`src/rtl/cmp_stream_minmax.sv`:
```
// Streaming signed/unsigned magnitude comparator with a one-stage registered
// valid/ready output, a running min/max tracker on operand a, and a saturating eq counter.
module cmp_stream_minmax #(
    parameter int WIDTH = 16,
    parameter int CNT_W = 16
) (
    input  logic             clk,
    input  logic             rst_n,
    input  logic             in_valid,
    output logic             in_ready,
    input  logic [WIDTH-1:0] a,
    input  logic [WIDTH-1:0] b,
    input  logic             signed_mode,
    input  logic             clr,
    output logic             out_valid,
    input  logic             out_ready,
    output logic             lt,
    output logic             gt,
    output logic             eq,
    output logic [WIDTH-1:0] min_val,
    output logic [WIDTH-1:0] max_val,
    output logic             minmax_valid,
    output logic [CNT_W-1:0] eq_count
);

    localparam logic [0:0]       ST_EMPTY = 1'b0;
    localparam logic [0:0]       ST_TRACK = 1'b1;
    localparam logic [CNT_W-1:0] CNT_MAX  = '1;

    logic [0:0]       state;
    logic             accept;
    logic [WIDTH-1:0] a_key, b_key, min_key, max_key;
    logic             a_lt_b, a_gt_b, a_eq_b;
    logic             a_lt_min, a_gt_max;

    // Flipping the MSB in signed mode maps two's-complement order onto unsigned order,
    // so one unsigned comparator serves both modes.
    function automatic logic [WIDTH-1:0] order_key(input logic [WIDTH-1:0] v, input logic s);
        return {v[WIDTH-1] ^ s, v[WIDTH-2:0]};
    endfunction

    assign in_ready     = !out_valid || out_ready;
    assign accept       = in_valid && in_ready;
    assign minmax_valid = (state == ST_TRACK);

    // NOTE: every signal written here gets a value on every path, so no latch is inferred.
    always_comb begin
        a_key    = order_key(a, signed_mode);
        b_key    = order_key(b, signed_mode);
        min_key  = order_key(min_val, signed_mode);
        max_key  = order_key(max_val, signed_mode);
        a_lt_b   = a_key < b_key;
        a_gt_b   = a_key > b_key;
        a_eq_b   = (a == b);
        a_lt_min = a_key < min_key;
        a_gt_max = a_key > max_key;
    end

    // NOTE: state uses non-blocking assignments so all registers update from pre-edge values.
    always_ff @(posedge clk) begin
        if (!rst_n) begin
            out_valid <= 1'b0;
            lt        <= 1'b0;
            gt        <= 1'b0;
            eq        <= 1'b0;
            state     <= ST_EMPTY;
            min_val   <= '0;
            max_val   <= '0;
            eq_count  <= '0;
        end else begin
            if (accept) begin
                out_valid <= 1'b1;
                lt        <= a_lt_b;
                gt        <= a_gt_b;
                eq        <= a_eq_b;
            end else if (out_ready) begin
                out_valid <= 1'b0;
            end

            // clr is applied before a same-cycle sample, so that sample seeds the tracker.
            if (accept && (clr || state == ST_EMPTY)) begin
                min_val <= a;
                max_val <= a;
                state   <= ST_TRACK;
            end else if (clr) begin
                min_val <= '0;
                max_val <= '0;
                state   <= ST_EMPTY;
            end else if (accept) begin
                if (a_lt_min) min_val <= a;
                if (a_gt_max) max_val <= a;
            end

            if (clr) begin
                eq_count <= (accept && a_eq_b) ? CNT_W'(1) : '0;
            end else if (accept && a_eq_b && eq_count != CNT_MAX) begin
                eq_count <= eq_count + CNT_W'(1);
            end
        end
    end

endmodule

```
`config.mk`:
```
export PLATFORM = sky130hd
export DESIGN_NAME = cmp_stream_minmax
export DESIGN_NICKNAME = d
export VERILOG_FILES = /design/src/rtl/cmp_stream_minmax.sv
export SDC_FILE = /design/constraint.sdc
export NUM_CORES = 1
export LEC_CHECK = 0
export BUFFER_PORTS_ARGS = -buffer_cell sky130_fd_sc_hd__buf_4
export CORE_MARGIN = 1
export CORE_UTILIZATION = 38
export DETAILED_ROUTE_END_ITERATION = 8
export GPL_TIMING_DRIVEN = 0
export HOLD_SLACK_MARGIN = 0.1
export SKIP_CTS_REPAIR_TIMING = 1
export SYNTH_ARGS = -nofsm -noshare
export SYNTH_HDL_FRONTEND = slang
export SYNTH_SLANG_ARGS = --single-unit
export TNS_END_PERCENT = 50
```
`constraint.sdc`:
```
create_clock -name clk -period 2.8 [get_ports clk]
set_input_delay 0.42 -clock clk [delete_from_list [all_inputs] [get_ports clk]]
set_output_delay 0.42 -clock clk [all_outputs]
set_load 0.03 [all_outputs]
```
# Word level (Yosys, flattened, before mapping)
# Cells that the tools add are included.
# W data, S select, Z words.
# word_totals
ff_bits	53
input_bits	38
output_inout_bits	54
word_cells	50
# op_classes
add_sub_neg	1
magnitude_cmp	4
n_eq_ne	2
muxes	15
n_bitwise	5
reduce_logical	15
# ops
cell	n
$mux W16	10
$gt A16 B16 Y1	2
$lt A16 B16 Y1	2
$add A16 B1 Y16 const B	1
$eq A16 B16 Y1	1
$ne A16 B16 Y1 const B	1
$reduce_bool A3 Y1	3
$reduce_bool A2 Y1	3
$mux W1	5
$logic_and A1 B1 Y1	4
$reduce_and A2 Y1	2
$xor A1 B1 Y1	4
$logic_or A1 B1 Y1	2
$logic_not A1 Y1	1
$not A1 Y1	1

# Depth between registers and ports, before layout
# logic_depth
ltp_word	7
mapped_depth	9
mapped_depth_nobuf	7

# Worst setup path after synthesis
# OpenSTA, ideal clock, no wires.
# synth_timing
kind	input to register
from	input port a[15]
to	register max_val[10]
setup_time_ns	0.117
t_arrival_ns	2.365
required_time_ns	2.683
slack_ns	0.318
cell_stages	9
path_buffers	2
path_cell_list	clkbuf_1 > xor2_1 > ha_1 > nand4_1 > nor4_1 > a21bo_2 > a31o_2 > buf_2 > a32o_1
# synth_between
elab_chain_len	4
# synth_rtl
element	line_no	source
from (decl)	11	input logic [WIDTH-1:0] a,
$xor A1 B1 Y1	39	return {v[WIDTH-1] ^ s, v[WIDTH-2:0]};
$gt A16 B16 Y1	56	a_gt_max = a_key > max_key;
$reduce_bool A3 Y1 (no line)	--	
$reduce_and A2 Y1 (no line)	--	
to (signal assigned)	68	max_val <= '0;
to (signal assigned)	83	max_val <= a;
to (signal assigned)	87	max_val <= '0;
to (decl)	21	output logic [WIDTH-1:0] max_val,
# Every way passes these cells.
# A chain may end at the register's enable or synchronous reset.

# Worst setup path after layout
# layout_timing
from	input port a[15]
to	register max_val[11]
# Same word-level chain as after synthesis.

==> impl_results.md <==
- Status: finished, final reports clean
- Dpl ws: -0.283 ns
- Number of flops mapped to enable cells by yosys: 0
- Achievable Freq: 382 MHz
- Later-pin clock latency in the skew report: 0.31 ns
- Fill cells: approximately 900
- Synth Area in Compound Gates: a little over a quarter
- Power share of the combinational group: 35.1%
- Setup crit end kind: flop
- Most frequent cells in the layout: 88 x buf_4, 53 x dfxtp_1, 50 x inv_1
- Main combinational cell family by area after synthesis: compound AO/OA/AOI/OAI gates
- Seq pwr share: 42.8%
- Num rows: 34
- Syn nets: 517
- Worst min path class: in2reg
- Static Leak: 1.91 nW
- Die width: 98.9 um
- Hold path depth: 3
- Vias in the first global route: 3427
- Xor/xnor share of the synthesized area: less than 1%
- Clk pwr share: 22.0%
- Synthesized area: 3560 sq um
- Share of layout cells above drive strength 1: 20.5%
- Drt wl/cell: 17.0 um
- Drt total wl: approximately 11000 um
- Commonest non-fill, non-tap cell in the layout: buf_4
- Avg Cell Area, Syn: slightly above 8 sq um
- Routed Antenna Nets: 0
- Num ports: slightly above 90
- Placed Cells incl. Taps: 628
- CP Launch Point: a[15]
- Htree depth: 2
- DR iter-0 viols: 163
- N_diodes: 0
- Power Dens Cells: 456 nW/um^2
- Post-Synth Adder-Cell Area: ~16%
- Final Net Count: roughly 610
- Clock transition at path regs: 0.10 ns
- Buf/Inv on CP: 2
- CP peak stage delay: between 0.3 and 0.4 ns
- Die area: approximately 10000 sq um
- CTS root buf: clkbuf_8
- Critical Path RT: 3.01 ns
- All-Layer GR Usage: 22.0%
- Synthesized instance count: 432
- Worst reg2reg startpoint: min_val[13]$_SDFFE_PN0P_
- Final hold vios: 0
- Int Pwr: about 1.3 mW
- Cts bufs inserted: 5
- Top_reg_cell synth: dfxtp_1
- Total number of vias: 3652
- Crit path max fanout: 10
- Final hold slack: 0.378 ns
- Initial antenna violation count: 0
- Final critical-path required period: approximately 2.6 ns
- Reg2reg path depth: 8
- Worst Hold Launch: in_valid
- Core area: approximately 8900 sq um
- Simple-Gate Fraction of Synth Area: between 10% and 20%
- Final GP Congestion: 0.881
- CTS tree: yes
- Vias/cell: 5.74
- FF-to-FF End: min_val[11]$_SDFFE_PN0P_
- PortBufs: between 80 and 90
- Hold EP: out_valid$_SDFFE_PN0P_
- Grt ovf: 0
- Finished Layout Cells: 636
- Synth Register Bits: 53
- Largest net degree at the start of global routing: 16
- NetSw: 0.763 mW
- Post-synthesis cell type count: 50
- Crit path kind: in2reg
- Slew margin rel.: 46.9%
- Fin worst setup slack: ~0.18 ns
- RSZ-0062 raised after global routing: no
- Worst Tran Pin Value: 0.792 ns
- Drt pass-1 iters: 4
- Post-detail-place hpwl: between 8000 and 9000 um
- Num Clock Sinks: between 50 and 60
- Starting Density: 40.1%
- Switching Share: 37.6%
- Final setup vio count: 0
- CTS Buffer Depth: 2
- Delay-heaviest family, CP: compound AO/OA/AOI/OAI gates
- Skew final: around 0.011 ns
- Worst setup SP type: input pin
- DIE HEIGHT: approximately 100 um
- Post-synthesis sequential area ratio: about 30%
- CP max-delay cell: nor4_1
- Worst-path cell chain: clkbuf_1, xor2_1, ha_1, nand4_1, nor4_1, a21bo_2, a31o_2, buf_2, a32o_1
- Peak VDD IR: 0.000268 V
- Worst path arrival time: 2.83 ns
- Yosys warnings: 0
- Final Cycle Share: 93.5%
- Max_cap viols: 0
- First-pass GRT wire length: 17000 um
- Layout-stage area growth over the synthesis result: 24.9%
- Slew Viols, Final: 0
- DRC: 0
- Mux cell area share after synthesis: 0.562%
- R2r setup slk: 0.23 ns
- Ys async rst share: 0%
-- cell type report --
class / instances / area [sq um] / area share [%]
multi-input cells: 309 / 2240 / 50.2
well taps: 108 / 135 / 3.04
clock buffers: 6 / 72.6 / 1.63
clock inverters: 2 / 10.0 / 0.225
inverters: 50 / 188 / 4.22
plain buffers: 20 / 88.8 / 2.00
flip-flops and latches: 53 / 1060 / 23.8
repair buffers: 88 / 661 / 14.8
-- registers in the layout, summed over array words and instances (netlist names) --
name	count
eq	1
eq_count	16
gt	1
lt	1
max_val	16
min_val	16
minmax_valid	1
out_valid	1
-- metal layers --
layer  part of all wire (%)  track usage (%)  vias up
li1                       -                -     1810
met1                     48             30.0     1713
met2                     46             37.3      119
met3                    5.5             2.20       10
met4                    1.2             5.63        0
met5                      0                0        -
-- tightest hold or removal path: stages --
cell and delay, ns:
buf_4 0.12, nor2_1 0.05, nor2_1 0.07
-- how the worst max path moves through the flow --
stage	cells after the start	end	slack, ns
2_1_floorplan	9	max_val[10]$_SDFFE_PN0P_	0.32
3_3_place_gp	9	min_val[5]$_SDFFE_PN0P_	-0.24
3_5_place_dp	9	max_val[6]$_SDFFE_PN0P_	-0.28
4_1_cts	9	min_val[4]$_SDFFE_PN0P_	0.04
5_1_grt	9	min_val[7]$_SDFFE_PN0P_	0.009
6_report	9	max_val[11]$_SDFFE_PN0P_	0.18
-- power groups by stage --
stage          Combinational, mW  Sequential (mW)  Clock, mW
4_1_cts                    0.712            0.867      0.451
6_report                   0.713            0.869      0.447
3_3_place_gp               0.694            0.883          0
2_1_floorplan              0.331            0.991          0
5_1_grt                    0.780            0.875      0.479
3_5_place_dp               0.708            0.884          0
-- through the flow --
stage	area [sq um]	power (mW)	setup TNS (ns)	util, %
after detailed placement	4360	1.59	-5.79	49.0
after global routing	4450	2.13	0	50.1
after global placement	4360	1.58	-4.89	49.0
after floorplan	3560	1.32	0	-
after CTS	4440	2.03	0	50.0
final	4450	2.03	0	50.1
-- logic make-up after synthesis --
group / Yosys count
buf+inv: 70
flops: 53
mux: 2
fa+ha+maj: 47
compound gates: 127
xor+xnor: 4
simple gates: 129
-- synth_stat cells (all sizes together), types with 6 or more instances --
library cell	n	area (sq um)
o21ai	13	65.1
nand3	10	50.1
nand4	7	50.1
a32o	15	150
dfxtp	53	1060
a32oi	16	140
nor2	29	109
a211oi	6	45.0
nand2	47	176
o221ai	16	140
inv	50	188
a21oi	29	145
clkbuf	15	56.3
ha	47	588
Note: power is estimated with default switching activity, not from simulation.
